[src/rtl/mem_arb_n.sv]
// Round-robin arbiter that funnels NUM_CH requester channels onto one memory port, one transaction at a time.
// Optional read watchdog enabled by defining MEM_ARB_RD_TIMEOUT_EN.
module mem_arb_n #(
   parameter int NUM_CH     = 4,
   parameter int ADDR_WIDTH = 20,
   parameter int DATA_WIDTH = 16,
   parameter int RD_TIMEOUT = 1024
) (
   input  logic                             clock,
   input  logic                             reset_n,
   input  logic [NUM_CH*ADDR_WIDTH-1:0]     ch_address,
   input  logic [NUM_CH*(DATA_WIDTH/8)-1:0] ch_byteenable,
   input  logic [NUM_CH-1:0]                ch_read,
   input  logic [NUM_CH-1:0]                ch_write,
   input  logic [NUM_CH*DATA_WIDTH-1:0]     ch_writedata,
   output logic [DATA_WIDTH-1:0]            ch_readdata,
   output logic [NUM_CH-1:0]                ch_readdataready,
   output logic [NUM_CH-1:0]                ch_waitrequest,
   output logic [ADDR_WIDTH-1:0]            mem_address,
   output logic [DATA_WIDTH/8-1:0]          mem_byteenable,
   output logic                             mem_read,
   output logic                             mem_write,
   output logic [DATA_WIDTH-1:0]            mem_writedata,
   input  logic [DATA_WIDTH-1:0]            mem_readdata,
   input  logic                             mem_readdataready,
   input  logic                             mem_waitrequest,
   output logic                             timeout_err
);

   localparam int BE_WIDTH = DATA_WIDTH / 8;
   localparam int GW       = $clog2(NUM_CH);
   localparam logic [GW:0]   NUM_CH_W  = NUM_CH[GW:0];
   localparam logic [GW-1:0] LAST_INIT = GW'(NUM_CH - 1);

   typedef enum logic [1:0] {
      IDLE    = 2'd0,
      ISSUE   = 2'd1,
      WAIT_RD = 2'd2
   } state_t;

   state_t          r_state;
   logic [GW-1:0]   r_grant;
   logic [GW-1:0]   r_last_grant;
   logic [NUM_CH-1:0] w_req;
   logic            w_found;
   logic [GW-1:0]   w_next;
   logic [GW:0]     w_sum;
   logic [GW-1:0]   w_idx;
   logic            w_g_rd;
   logic            w_g_wr;
   logic            w_timeout;

   // Round-robin search starting one past the last accepted channel.
   always_comb begin
      w_req   = ch_read | ch_write;
      w_found = 1'b0;
      w_next  = r_last_grant;
      w_sum   = '0;
      w_idx   = '0;
      for (int k = 1; k <= NUM_CH; k++) begin
         w_sum = {1'b0, r_last_grant} + k[GW:0];
         if (w_sum >= NUM_CH_W) begin
            w_sum = w_sum - NUM_CH_W;
         end else begin
            w_sum = w_sum;
         end
         w_idx = w_sum[GW-1:0];
         if (!w_found && w_req[w_idx]) begin
            w_found = 1'b1;
            w_next  = w_idx;
         end else begin
            w_found = w_found;
         end
      end
   end

   // A read takes priority when the granted channel raises both strobes.
   always_comb begin
      w_g_rd = ch_read[r_grant];
      w_g_wr = ch_write[r_grant] & ~ch_read[r_grant];
   end

`ifdef MEM_ARB_RD_TIMEOUT_EN
   logic [15:0] r_cnt;
   logic        r_timeout_err;

   assign w_timeout   = (r_state == WAIT_RD) && !mem_readdataready &&
                        (r_cnt == 16'(RD_TIMEOUT - 1));
   assign timeout_err = r_timeout_err;

   // Watchdog counts wait cycles of the current read; the error flag is sticky.
   always_ff @(posedge clock or negedge reset_n) begin
      if (!reset_n) begin
         r_cnt         <= 16'd0;
         r_timeout_err <= 1'b0;
      end else begin
         if ((r_state == WAIT_RD) && !mem_readdataready && !w_timeout) begin
            r_cnt <= r_cnt + 16'd1;
         end else begin
            r_cnt <= 16'd0;
         end
         if (w_timeout) begin
            r_timeout_err <= 1'b1;
         end else begin
            r_timeout_err <= r_timeout_err;
         end
      end
   end
`else
   assign w_timeout   = 1'b0;
   assign timeout_err = 1'b0;
`endif

   // Memory request and channel handshakes follow the granted channel.
   always_comb begin
      mem_address      = ch_address[r_grant*ADDR_WIDTH +: ADDR_WIDTH];
      mem_byteenable   = ch_byteenable[r_grant*BE_WIDTH +: BE_WIDTH];
      mem_writedata    = ch_writedata[r_grant*DATA_WIDTH +: DATA_WIDTH];
      mem_read         = (r_state == ISSUE) & w_g_rd;
      mem_write        = (r_state == ISSUE) & w_g_wr;
      ch_waitrequest   = {NUM_CH{1'b1}};
      ch_readdataready = {NUM_CH{1'b0}};
      ch_readdata      = mem_readdata;
      case (r_state)
         ISSUE: begin
            ch_waitrequest[r_grant] = mem_waitrequest;
         end
         WAIT_RD: begin
            ch_readdataready[r_grant] = mem_readdataready | w_timeout;
            if (w_timeout) begin
               ch_readdata = {DATA_WIDTH{1'b1}};
            end else begin
               ch_readdata = mem_readdata;
            end
         end
         default: begin
            ch_waitrequest = {NUM_CH{1'b1}};
         end
      endcase
   end

   // Transaction FSM; last_grant only advances once memory accepts.
   always_ff @(posedge clock or negedge reset_n) begin
      if (!reset_n) begin
         r_state      <= IDLE;
         r_grant      <= '0;
         r_last_grant <= LAST_INIT;
      end else begin
         case (r_state)
            IDLE: begin
               if (w_found) begin
                  r_grant <= w_next;
                  r_state <= ISSUE;
               end else begin
                  r_state <= IDLE;
               end
            end
            ISSUE: begin
               if (!w_g_rd && !w_g_wr) begin
                  r_state <= IDLE;
               end else if (!mem_waitrequest) begin
                  r_last_grant <= r_grant;
                  r_state      <= w_g_rd ? WAIT_RD : IDLE;
               end else begin
                  r_state <= ISSUE;
               end
            end
            WAIT_RD: begin
               if (mem_readdataready || w_timeout) begin
                  r_state <= IDLE;
               end else begin
                  r_state <= WAIT_RD;
               end
            end
            default: begin
               r_state <= IDLE;
            end
         endcase
      end
   end

endmodule

[config.mk]
export PLATFORM = sky130hd
export DESIGN_NAME = mem_arb_n
export DESIGN_NICKNAME = d
export VERILOG_FILES = /design/src/rtl/mem_arb_n.sv
export SDC_FILE = /design/constraint.sdc
export NUM_CORES = 1
export LEC_CHECK = 0
export CAP_MARGIN = 20
export CELL_PAD_IN_SITES_DETAIL_PLACEMENT = 1
export CELL_PAD_IN_SITES_GLOBAL_PLACEMENT = 2
export CORE_MARGIN = 3
export CORE_UTILIZATION = 10
export CTS_CLUSTER_DIAMETER = 40
export CTS_CLUSTER_SIZE = 10
export DETAILED_ROUTE_END_ITERATION = 8
export GPL_TIMING_DRIVEN = 0
export PLACE_DENSITY = 0.83
export SYNTH_ARGS = -nofsm -noshare
export SYNTH_HDL_FRONTEND = slang
export SYNTH_SLANG_ARGS = --single-unit
[constraint.sdc]
create_clock -name clock -period 2 [get_ports clock]
set_input_delay 0.3 -clock clock [delete_from_list [all_inputs] [get_ports clock]]
set_output_delay 0.3 -clock clock [all_outputs]
set_load 0.01 [all_outputs]
# Yosys cells after proc, flatten, opt, wreduce, memory -nomap -nowiden
# Index checks and enable logic that the tools add are counted.
# totals
ff_bits	6
in_bits	180
out_inout_bits	65
# classes
n_addsub	8
n_mul	1
magnitude_cmp	10
eq_ne	2
n_shift	3
n_mux	34
bitwise_logic	10
n_reduce_logical	13
# ops
cell	n
$shiftx 80x8->20	1
$shiftx 64x7->16	1
$mux 2	12
$lt 2x3->1 const B	5
$bmux 1 s2	6
$ge 3x3->1 const B	4
$mux 1	12
$mux 4	2
$or 4x4->4	2
$shiftx 8x4->2	1
$sub 2x1->2 const B	4
$add 2x2->3 const B	2
$pmux 2 s3	1
$logic_and 1x1->1	5
$logic_not 1->1	5
$mul 2x3->5 const B	1
$and 4x4->4	1
$not 4->4	1
$add 2x1->3 const B	1
$add 2x3->3 const B	1
$and 1x1->1	3
$not 1->1	3
$reduce_and 3->1	1
$demux 1 s2	1
other kinds (5)	5

# Logic depth before layout (Yosys ltp)
# logic_depth
ltp_word	17
ltp_mapped	5
ltp_nobuf	4

# Least setup slack after synthesis
# Ideal clock, no wire load.
# synth_timing
path_type	reg2out
from	reg r_grant[0]
to	out mem_address[0]
arrival_time_ps	1410
path_slack_ps	290
stages_incl_launch_ff	5
n_path_buf	3
cell_sequence	dfrtp_1 -> buf_6 -> buf_4 -> buf_4 -> mux4_2
# synth_via
elab_chain_cells	2
# synth_rtl
element	line	source
start, declared	42	logic [GW-1:0] r_grant;
start signal, assigned	152	r_grant <= w_next;
$mul 2x3->5	116	mem_address = ch_address[r_grant*ADDR_WIDTH +: ADDR_WIDTH];
$shiftx 80x8->20	116	
end, declared	19	output logic [ADDR_WIDTH-1:0] mem_address,
# Every way passes these cells.

# Final worst setup path
# layout_timing
from	reg r_grant[0]
to	out mem_writedata[14]
# layout_via
elab_chain_cells	1
# layout_rtl
element	line	source
$shiftx 64x7->16	118	mem_writedata = ch_writedata[r_grant*DATA_WIDTH +: DATA_WIDTH];
end, declared	23	output logic [DATA_WIDTH-1:0] mem_writedata,
# Every way passes these cells.

==> results.cfg <==
[drt]
via_per_inst = 3.949
drtIter0Drc = 63
wirelength_um = 10030
antenna_left = 0
dr.pass1.iters = 4
drt-wirelength-per-cell_um = 18.20
vias = 2176
post-route-drc-count = 0

[cts]
cts_tree = built
ctsHoldBuffers = 0
cts_buffers = 3
cts_root_buf = clkbuf_16
max-clock-path-buffers = 2
cts.clk_slew.worst_paths_ps = 40
clk_latency_ps = 230
clock-sinks = 6
cts.htree.levels = 1

[sta]
layout_min_cycle_time_ps = 2037
skew_ps = 2.235
hold_viol = 0
layout_setup_ws_ps = -36.62
min_period_over_period_pct = 101.8
fmax_mhz = 491.0
drv_slew = 0
setup_viol = 9
rsz0062_at_grt = true

[power_and_ir_drop]
power.switching_uw = 1656
swShare_pct = 36.36
p_clk_share_pct = 7.3
ir_drop_mv = 0.5624
p_per_area_mw_per_mm2 = 1048
intPower_uw = 2898
p_seq_share_pct = 6.7
cellLeakagePower_uw = 0.001698
power_frac_comb_pct = 86.0

[job]
maxCapViolCount = 0

[placement]
post_dp_cell_area_mm2 = 0.004059
dp_hpwl_um = 8807
numPortBuffers = 227
place_congestion = 0.7537

[synth]
netlist_instances = 119
avgSynthCellArea_um2 = 13.08
ys_types = 33
syn-num-nets = 299
ys_seq_area_share_pct = 9.807
synth.area.top_cells = mux4_2 (58%), buf_4 (9.2%), dfrtp_1 (6.4%)
ys_warn_count = 0
synth_top_area_share_pct = 57.88
ys_seq_elements = 6
synth_top_area_cell = mux4_2
syn_area_mm2 = 0.001556

[setup_path]
crit_path_top_delay_cell = mux4_2
r2r_cells = 7
rr_endpoint = r_last_grant[0]$_DFFE_PN1P_
arrival_ps = 1740
max_stage_delay_ps = 520
worstSetupPathType = reg -> out
rr_startpoint = r_grant[0]$_DFFE_PN0P_
crit_path_start_kind = flop
end_kind = output port
r2r_slack_ps = 60
crit_path_cell_trace = buf_6 > buf_4 > buf_12 > buf_8 > mux4_2 > buf_6
crit_top_cell = buf_6
critPathMaxFanout = 7
cp.required_ps = 1700

[global_route]
antenna_found_initial = 0
grt_pass1_wl_um = 13630
grt_pass1_vias = 2430
grt_max_degree = 11
gr-total-overflow = 0
grt_use_total_pct = 10.30

[final_layout]
final_cell_mix = clkdlybuf4s50_1 (176), mux4_2 (40), buf_4 (27)
finalInstanceArea_mm2 = 0.004345
antennaDiodeCount = 0
area_growth_pct = 179.2
final_core_util_pct = 29.23
final_common_cell = clkdlybuf4s50_1
finalNetCount = 548
drive_gt1_share_pct = 36.78

[die]
die_w_um = 130.8
rows = 44
dieArea_mm2 = 0.01710
start_util_pct = 10.47
coreArea_mm2 = 0.01486
io_pins = 245
die_h_um = 130.8

[status]
violations = negative setup slack
outcome = finished with violations

[worst_hold_path]
hp-class = in -> async
==> routing by layer <==
metal,GRT usage (%),vias up,wire [um]
met2,19.84,133,5350
li1,-,987,-
met3,2.602,4,1099
met4,0.9679,0,38
met1,11.81,1052,3540
met5,0,-,0
==> timing repair <==
item / CTS / global route
gates cloned: 1 / 0
endpoints found under the setup margin: 48 / 33
gates resized for setup: 172 / 38
hold endpoints to repair: 0 / 0
buffers inserted: 13 / 4
pin swaps: 1 / 0
==> synth_stat cells (all sizes together) <==
library cell / number
mux4: 40
buf: 25
nor2: 5
nor3b: 5
dfrtp: 4
mux2: 4
nand2: 4
clkbuf: 3
nand3b: 3
o21ai: 3
a21oi: 2
a31oi: 2
dfstp: 2
nor2b: 2
nor3: 2
o21a: 2
or2: 2
a211oi: 1
and3b: 1
and4bb: 1
conb: 1
nand2b: 1
nand3: 1
nor4: 1
o211ai: 1
o41ai: 1
==> logic make-up after synthesis <==
kind of cell | after synthesis | synth area share (%)
buf+inv | 28 | 12.06
mux | 44 | 61.25
other cells | 1 | 0.2409
flops | 6 | 9.807
simple gates | 28 | 11.74
compound gates | 12 | 4.903
==> per-stage QoR <==
| step | hold slack [ps] | worst slack [ps] | TNS (ps) | instances | power [uW] |
|---|---|---|---|---|---|
| 2_1_floorplan | 4.409 | 289.6 | 0 | 119 | 2137 |
| 3_3_place_gp | 549.0 | -599.3 | -17260 | 530 | 3808 |
| 5_1_grt | 334.9 | -101.5 | -1380 | 551 | 4869 |
| 6_report | 318.3 | -36.62 | -160.4 | 551 | 4554 |
| 3_5_place_dp | 559.3 | -652.6 | -18630 | 530 | 3837 |
| 4_1_cts | 325.0 | -142.6 | -866.6 | 548 | 4401 |
==> worst max-delay path: cells and delay by family, from the launching register on <==
| kind | cells | cell delay (ps) |
|---|---|---|
| buffers and inverters | 5 | 660 |
| DFF | 1 | 330 |
| muxes | 1 | 520 |
==> flip-flops by register name, indices dropped and copies added, names as in the netlist <==
name          cells
r_state           2
r_last_grant      2
r_grant           2
==> area by class of cell <==
type,instances,area (um^2)
Buffer,28,266.5
Clock buffer,4,78.83
Fill cell,1674,10520
Multi-Input combinational cell,85,1222
Sequential cell,6,153.9
Tap cell,184,230.2
Timing Repair Buffer,244,2394
==> power groups by stage <==
stage / Combinational, uW / Clock (uW) / Sequential, uW
6_report: 3920 / 334 / 303
5_1_grt: 4200 / 348 / 322
4_1_cts: 3750 / 342 / 307
3_5_place_dp: 3530 / 0 / 309
3_3_place_gp: 3510 / 0 / 302
2_1_floorplan: 1870 / 0 / 265
==> worst max-delay path by stage <==
stage | end | cells after the start | startpoint | slack, ps
after floorplan | mem_address[0] | 4 | r_grant[0]$_DFFE_PN0P_ | 290
after global placement | mem_address[13] | 4 | r_grant[1]$_DFFE_PN0P_ | -600
after detailed placement | mem_address[13] | 4 | r_grant[1]$_DFFE_PN0P_ | -650
after CTS | mem_write | 5 | r_grant[0]$_DFFE_PN0P_ | -140
after global routing | mem_address[6] | 6 | r_grant[0]$_DFFE_PN0P_ | -100
final | mem_writedata[14] | 6 | r_grant[0]$_DFFE_PN0P_ | -40
Note: power is estimated with default switching activity, not from simulation.
==> edit 1, RTL diff (config.mk and constraints unchanged) <==
Set the parameter `NUM_CH` to 8 (it was 4).
--- a/src/rtl/mem_arb_n.sv
+++ b/src/rtl/mem_arb_n.sv
@@ -1,7 +1,7 @@
 // Round-robin arbiter that funnels NUM_CH requester channels onto one memory port, one transaction at a time.
 // Optional read watchdog enabled by defining MEM_ARB_RD_TIMEOUT_EN.
 module mem_arb_n #(
-   parameter int NUM_CH     = 4,
+   parameter int NUM_CH     = 8,
    parameter int ADDR_WIDTH = 20,
    parameter int DATA_WIDTH = 16,
    parameter int RD_TIMEOUT = 1024
Ports: changed (7 resized); port bits go from 245 to 413. The function was not compared with the original's and may differ.
==> edit 1 against the original RTL <==
  * The run still ends with negative setup slack left
  * Worst setup slack got worse by 0.87 ns
  * Wire length increased to 3.5 times the old value
  * Area after synthesis is 120% higher
  * Critical path depth grew 5
  * Non-clock buffer count is 271 higher
  * Final area increased by 130%
  * Sequential cell count is 2 higher
  * Synthesized cell count grew to 3.8 times the old value
  * Total power grew to 2.8 times the old value
  * Count of clock-buffer cells in the layout is the same
  * Sequential power increased by 31%
  * Critical endpoint is now r_grant[1]
==> edit 1: results (changes against the original RTL) <==
| Metric | Value |
|---|---|
| Worst Slack Setup Final | -0.904 ns (-0.868 ns) |
| Global-route met2 utilization | 30.5% (+11 points) |
| Part of the Yosys area used for sequential elements | 5.94% (-3.9 points) |
| Met3 usage | 5.63% (+3.0 points) |
| Number of distinct library cell variants in the gate-level netlist after synthesis | 63 (+91%) |
| CP Max Fanout | 4 (-3) |
| CP peak stage delay | 0.55 ns (+0.03 ns) |
| Amount of wire on met3 after detailed routing | 3100 um (+180%) |
| Post-Route Hold Slack | 0.363 ns (+0.0451 ns) |
| Reported leakage power | 3.64 nW (+110%) |
| Post-synth net total | 794 (+170%) |
| Crit Reg-Reg Startpoint | r_last_grant[0] |
| Cell class contributing the biggest share of worst-path delay | compound AO/OA/AOI/OAI gates |
| Worst vdd ir | 514 uV (-8.5%) |
| Power density normalized to cell area | 1290 mW/mm^2 (+23%) |
| Total of buffers placed on input and output ports | 395 (+74%) |
| Met1 Usage GRT | 21.7% (+9.9 points) |
| Initial antenna violation count | 4 (+4) |
| Internal portion of total power | 6.39 mW (+120%) |
| Fill count | 3898 (+130%) |
| Sum of negative setup slack | -15.98 ns (-15.82 ns) |
| Uppermost signal routing layer after detailed routing | met5 |
| Violations in the final reports | negative setup slack |
| Cell types with the largest area share after synthesis | sky130_fd_sc_hd__a22oi_1 (33%), sky130_fd_sc_hd__nand4_1 (6.9%), sky130_fd_sc_hd__mux4_1 (5.4%) |
| Power in combinational cells | 11.9 mW (+200%) |
| Post-Synthesis Mean Instance Area | 7.59 sq um (-42%) |
| Count of routing violations after the opening detailed-route iteration | 308 (+390%) |
| DP HPWL | 27500 um (+210%) |
| Wire length of the first global-routing pass | 46500 um (+240%) |
| Number of global-route vias before repair | 6807 (+180%) |
| Vias after detailed routing | 6272 (+190%) |
| GRT Resource Usage Total | 17.5% (+7.2 points) |
| Run status | finished, violations left |
| Capturing instance or port of the critical path | r_grant[1] |
| Met1 wire length | 14200 um (+300%) |
| Final estimated routing congestion in global placement | 0.850 (+13%) |
| Setup violations, final | 55 (+46) |
| Placement-stage cell area | 0.00803 sq mm (+98%) |
| Post-route clock skew | 0.00258 ns (+0.000349 ns) |
| Setup slack at placement | -2.06 ns (-1.40 ns) |
| Largest registers in the final layout | r_grant x3, r_last_grant x3, r_state x2 |
| Power Clock | 0.351 mW (+5%) |
edit 1: cell count changes after synthesis, moves of 5 or more:
cell / delta
sky130_fd_sc_hd__a21o_1: +5
sky130_fd_sc_hd__a21oi_1: +13
sky130_fd_sc_hd__a22oi_1: +150
sky130_fd_sc_hd__buf_1: +7
sky130_fd_sc_hd__clkbuf_1: +28
sky130_fd_sc_hd__inv_1: +12
sky130_fd_sc_hd__mux2i_1: +10
sky130_fd_sc_hd__mux4_1: +7
sky130_fd_sc_hd__mux4_2: -33
sky130_fd_sc_hd__nand2_1: +19
sky130_fd_sc_hd__nand4_1: +38
sky130_fd_sc_hd__nor2_1: +21
sky130_fd_sc_hd__nor3_1: +11
sky130_fd_sc_hd__o21ai_0: +10
edit 1: repair_timing:
item,4_1_cts,5_1_grt
cloned,5,0
setup buffers,79,4
resized for setup,493,16
hold endpoints to repair,0,0
setup endpoints to repair,64,61
hold buffers,0,0
pin swaps,77,4
edit 1: cell families (layout without fill, tap and decap cells):
logic type / after synthesis / count (layout) / share of synthesized area [%]
flops: 8 / 8 / 5.94
compound gates: 208 / 208 / 44.8
other cells: 1 / 3 / 0.109
xor+xnor: 3 / 3 / 0.985
fa+ha+maj: 2 / 2 / 0.729
simple gates: 122 / 122 / 19.7
mux: 29 / 29 / 15.1
buf+inv: 79 / 561 / 12.7
edit 1: area by class of cell:
class                      count  area, sq um  share of cell area (%)
tap                          448          561                    5.72
inverter                      14         67.6                   0.690
buffer                        60          902                    9.21
multi-input combinational    365         3320                    33.9
sequential                     8          206                    2.11
clock buffer                   4         78.8                   0.805
timing repair buffer         483         4650                    47.5
antenna                        2         5.00                  0.0511
==> edit 2, RTL diff (same settings) <==
Made on the original files. Re-encode `state_t` (3 states) as one-hot, 3 bits wide.
--- a/src/rtl/mem_arb_n.sv
+++ b/src/rtl/mem_arb_n.sv
@@ -32,10 +32,10 @@
    localparam logic [GW:0]   NUM_CH_W  = NUM_CH[GW:0];
    localparam logic [GW-1:0] LAST_INIT = GW'(NUM_CH - 1);
 
-   typedef enum logic [1:0] {
-      IDLE    = 2'd0,
-      ISSUE   = 2'd1,
-      WAIT_RD = 2'd2
+   typedef enum logic [2:0] {
+      IDLE    = 3'b001,
+      ISSUE   = 3'b010,
+      WAIT_RD = 3'b100
    } state_t;
 
    state_t          r_state;
Behaviour: no difference found for any inputs over 10 cycles, from zero or initial values and one cycle with reset_n low; not proved beyond that.
==> edit 2 against the original RTL <==
  * Sequential share of layout area increased by 0.43 points
  * Largest power group unchanged
  * Critical path depth decreased by 1
  * The flow still finishes with violations (negative setup slack)
  * Final area increased by 4.3%
  * Total power decreased by 1.2%
  * Wire length increased by 11%
  * Area after synthesis increased by 6.4%
  * Sequential cell count increased by 1
  * Utilization decreased by 1.0 points
  * Count of clock-buffer cells in the layout unchanged
  * Worst setup slack got worse by 0.014 ns
  * Global-route usage increased by 1.0 points
  * Critical path type unchanged
==> edit 2: results (changes against the original RTL) <==
| Metric | Value |
|---|---|
| Count of routing violations after the opening detailed-route iteration | 72 (+14%) |
| Largest registers in the final layout | r_state x3, r_grant x2, r_last_grant x2 |
| Worst Slack Setup Final | -0.0506 ns (-0.0139 ns) |
| Switching fraction of total power | 38.1% (+1.7 points) |
| Reg2Reg Capture Point | r_state[0] |
| DR WL/cell | 18.4 um (+1.4%) |
| DP HPWL | 9320 um (+5.8%) |
| Wire length of the first global-routing pass | 16100 um (+18%) |
| Synth Flop Type | sky130_fd_sc_hd__dfrtp_1 |
| Slack of the worst reg-to-reg path | 0.06 ns (about the same) |
| Proportion of layout cells with a drive suffix above 1 | 34.5% (-2.3 points) |
| Asr flop ratio synth | 100% (unchanged) |
| Via density | 3.95 (about the same) |
| Sum of negative setup slack | -0.0651 ns (+0.0953 ns) |
| Number of distinct library cell variants in the gate-level netlist after synthesis | 39 (+18%) |
| N_diodes | 0 (unchanged) |
| Classification of the worst-slack hold path | in -> async |
| Total of buffers placed on input and output ports | 227 (unchanged) |
| Violations in the final reports | negative setup slack |
| Power Clock | 0.341 mW (+2%) |
| Reported leakage power | 1.73 nW (+1.8%) |
| Top cells by count, synth | sky130_fd_sc_hd__mux4_2 (40), sky130_fd_sc_hd__buf_4 (18), sky130_fd_sc_hd__nor2_1 (8), sky130_fd_sc_hd__nand2_1 (7), sky130_fd_sc_hd__clkbuf_1 (5) |
| Part of the Yosys area used for sequential elements | 10.8% (+1.0 points) |
| Clock transition at path regs | 0.04 ns (about the same) |
| Yosys warning total | 0 (unchanged) |
| Fill count | 1806 (+7.9%) |
| Cell Count Post-Placement | 578 (+9.1%) |
| Longest Clk Path Bufs | 2 (unchanged) |
| Setup violations, final | 2 (-7) |
| Setup slack at placement | -0.671 ns (-0.0185 ns) |
| Final estimated routing congestion in global placement | 0.768 (+1.9%) |
| Data arrival at the endpoint of the critical path | 1.75 ns |
| First drt pass iteration count | 4 (unchanged) |
| CP Max Fanout | 5 (-2) |
| Post-route clock skew | 0.00151 ns (-0.000721 ns) |
| Total wirelength of the detailed-routed design | 11100 um (+11%) |
| Clock H-tree levels | 1 (unchanged) |
| Crit Reg-Reg Startpoint | r_grant[0] |
| Final net count | 567 (+3.5%) |
| Worst vdd ir | 253 uV (-55%) |
| Cell types with the largest area share after synthesis | sky130_fd_sc_hd__mux4_2 (54%), sky130_fd_sc_hd__buf_4 (8.2%), sky130_fd_sc_hd__dfrtp_1 (6.0%) |
| Insertion delay to the later sink of the worst-skew pair | 0.23 ns (about the same) |
| Post-Synthesis Mean Instance Area | 12.3 sq um (-6.3%) |
| Maximum number of pins on one net before global-route repair | 11 (unchanged) |
| Initial antenna violation count | 0 (unchanged) |
| Power drawn by the sequential cells | 0.338 mW (+12%) |
| CTS Root Buffer Type | sky130_fd_sc_hd__clkbuf_16 |
| Post-synth net total | 315 (+5.4%) |
| Number of clock buffers inserted by TritonCTS | 3 (unchanged) |
| Number of global-route vias before repair | 2787 (+15%) |
| Length in cells of the worst reg-to-reg path | 10 (+3) |
| GRT Resource Usage Total | 11.3% (+1.0 points) |
| Run status | finished, violations left |
-- edit 2: cell types whose count changed in the layout (fill, tap and decap cells not counted), moves of 3 or more --
| cell | before | now |
|---|---|---|
| sky130_fd_sc_hd__nand3_1 | 1 | 4 |
| sky130_fd_sc_hd__nor2_1 | 5 | 8 |
| sky130_fd_sc_hd__dlygate4sd2_1 | 10 | 15 |
| sky130_fd_sc_hd__nand2_1 | 3 | 7 |
| sky130_fd_sc_hd__clkdlybuf4s15_1 | 3 | 8 |
| sky130_fd_sc_hd__buf_2 | 14 | 11 |
| sky130_fd_sc_hd__dlymetal6s2s_1 | 3 | 0 |
-- edit 2: worst max path at each step --
stage / endpoint / cells past startpoint / from
6_report: mem_write / 5 / r_grant[0]
5_1_grt: mem_write / 5 / r_grant[0]
4_1_cts: mem_address[6] / 6 / r_grant[0]
3_5_place_dp: mem_address[8] / 4 / r_grant[1]
3_3_place_gp: mem_address[8] / 4 / r_grant[1]
2_1_floorplan: mem_address[0] / 4 / r_grant[0]
-- edit 2: worst max-delay path, cell delays in order (launching register included) --
cell and delay, ns:
sky130_fd_sc_hd__dfrtp_1 0.33, sky130_fd_sc_hd__buf_6 0.15, sky130_fd_sc_hd__mux4_2 0.56, sky130_fd_sc_hd__nor3_4 0.19, sky130_fd_sc_hd__and2_1 0.15, sky130_fd_sc_hd__buf_2 0.13
-- edit 2: layout make-up --
cell class	count	share of cell area, %
Tap cell	216	5.96
Sequential cell	7	3.97
Buffer	30	6.37
Multi-Input combinational cell	98	28.9
Clock buffer	4	1.74
Timing Repair Buffer	247	53.1
-- edit 2: what timing repair did --
item                                   in CTS  in global routing
endpoints found under the hold margin       0                  0
setup buffers                              18                  3
resized for setup                         164                 42
gates cloned                                1                  0
setup endpoints to repair                  48                 33
pin swaps                                   3                  3
-- edit 2: routing by layer --
layer | GRT usage (%) | part of all wire, % | vias up | wire length (um)
met5 | 0 | 0 | - | 0
met4 | 1.53 | 0.42 | 0 | 47
met3 | 2.94 | 8.6 | 4 | 955
met2 | 22.6 | 54 | 143 | 6010
met1 | 12.2 | 37 | 1180 | 4090
li1 | - | - | 1050 | -
-- edit 2: stage by stage --
stage / area, sq um / hold slack [ns] / total power [mW] / util (%)
floorplan: 1660 / 0.00441 / 2.09 / -
global placement: 4200 / 0.554 / 3.67 / 26.1
detailed placement: 4200 / 0.559 / 3.71 / 26.1
CTS: 4480 / 0.347 / 4.40 / 27.9
global route: 4530 / 0.364 / 4.80 / 28.2
finish: 4530 / 0.344 / 4.50 / 28.2
-- edit 2: cells by family after synthesis --
kind of cell,count (synthesis),share of synthesized area (%)
AO/OA/AOI/OAI,16,8.62
buffers and inverters,30,11.6
flip-flops,7,10.8
AND/OR/NAND/NOR,39,12.9
other,1,0.227
multiplexers,42,55.8
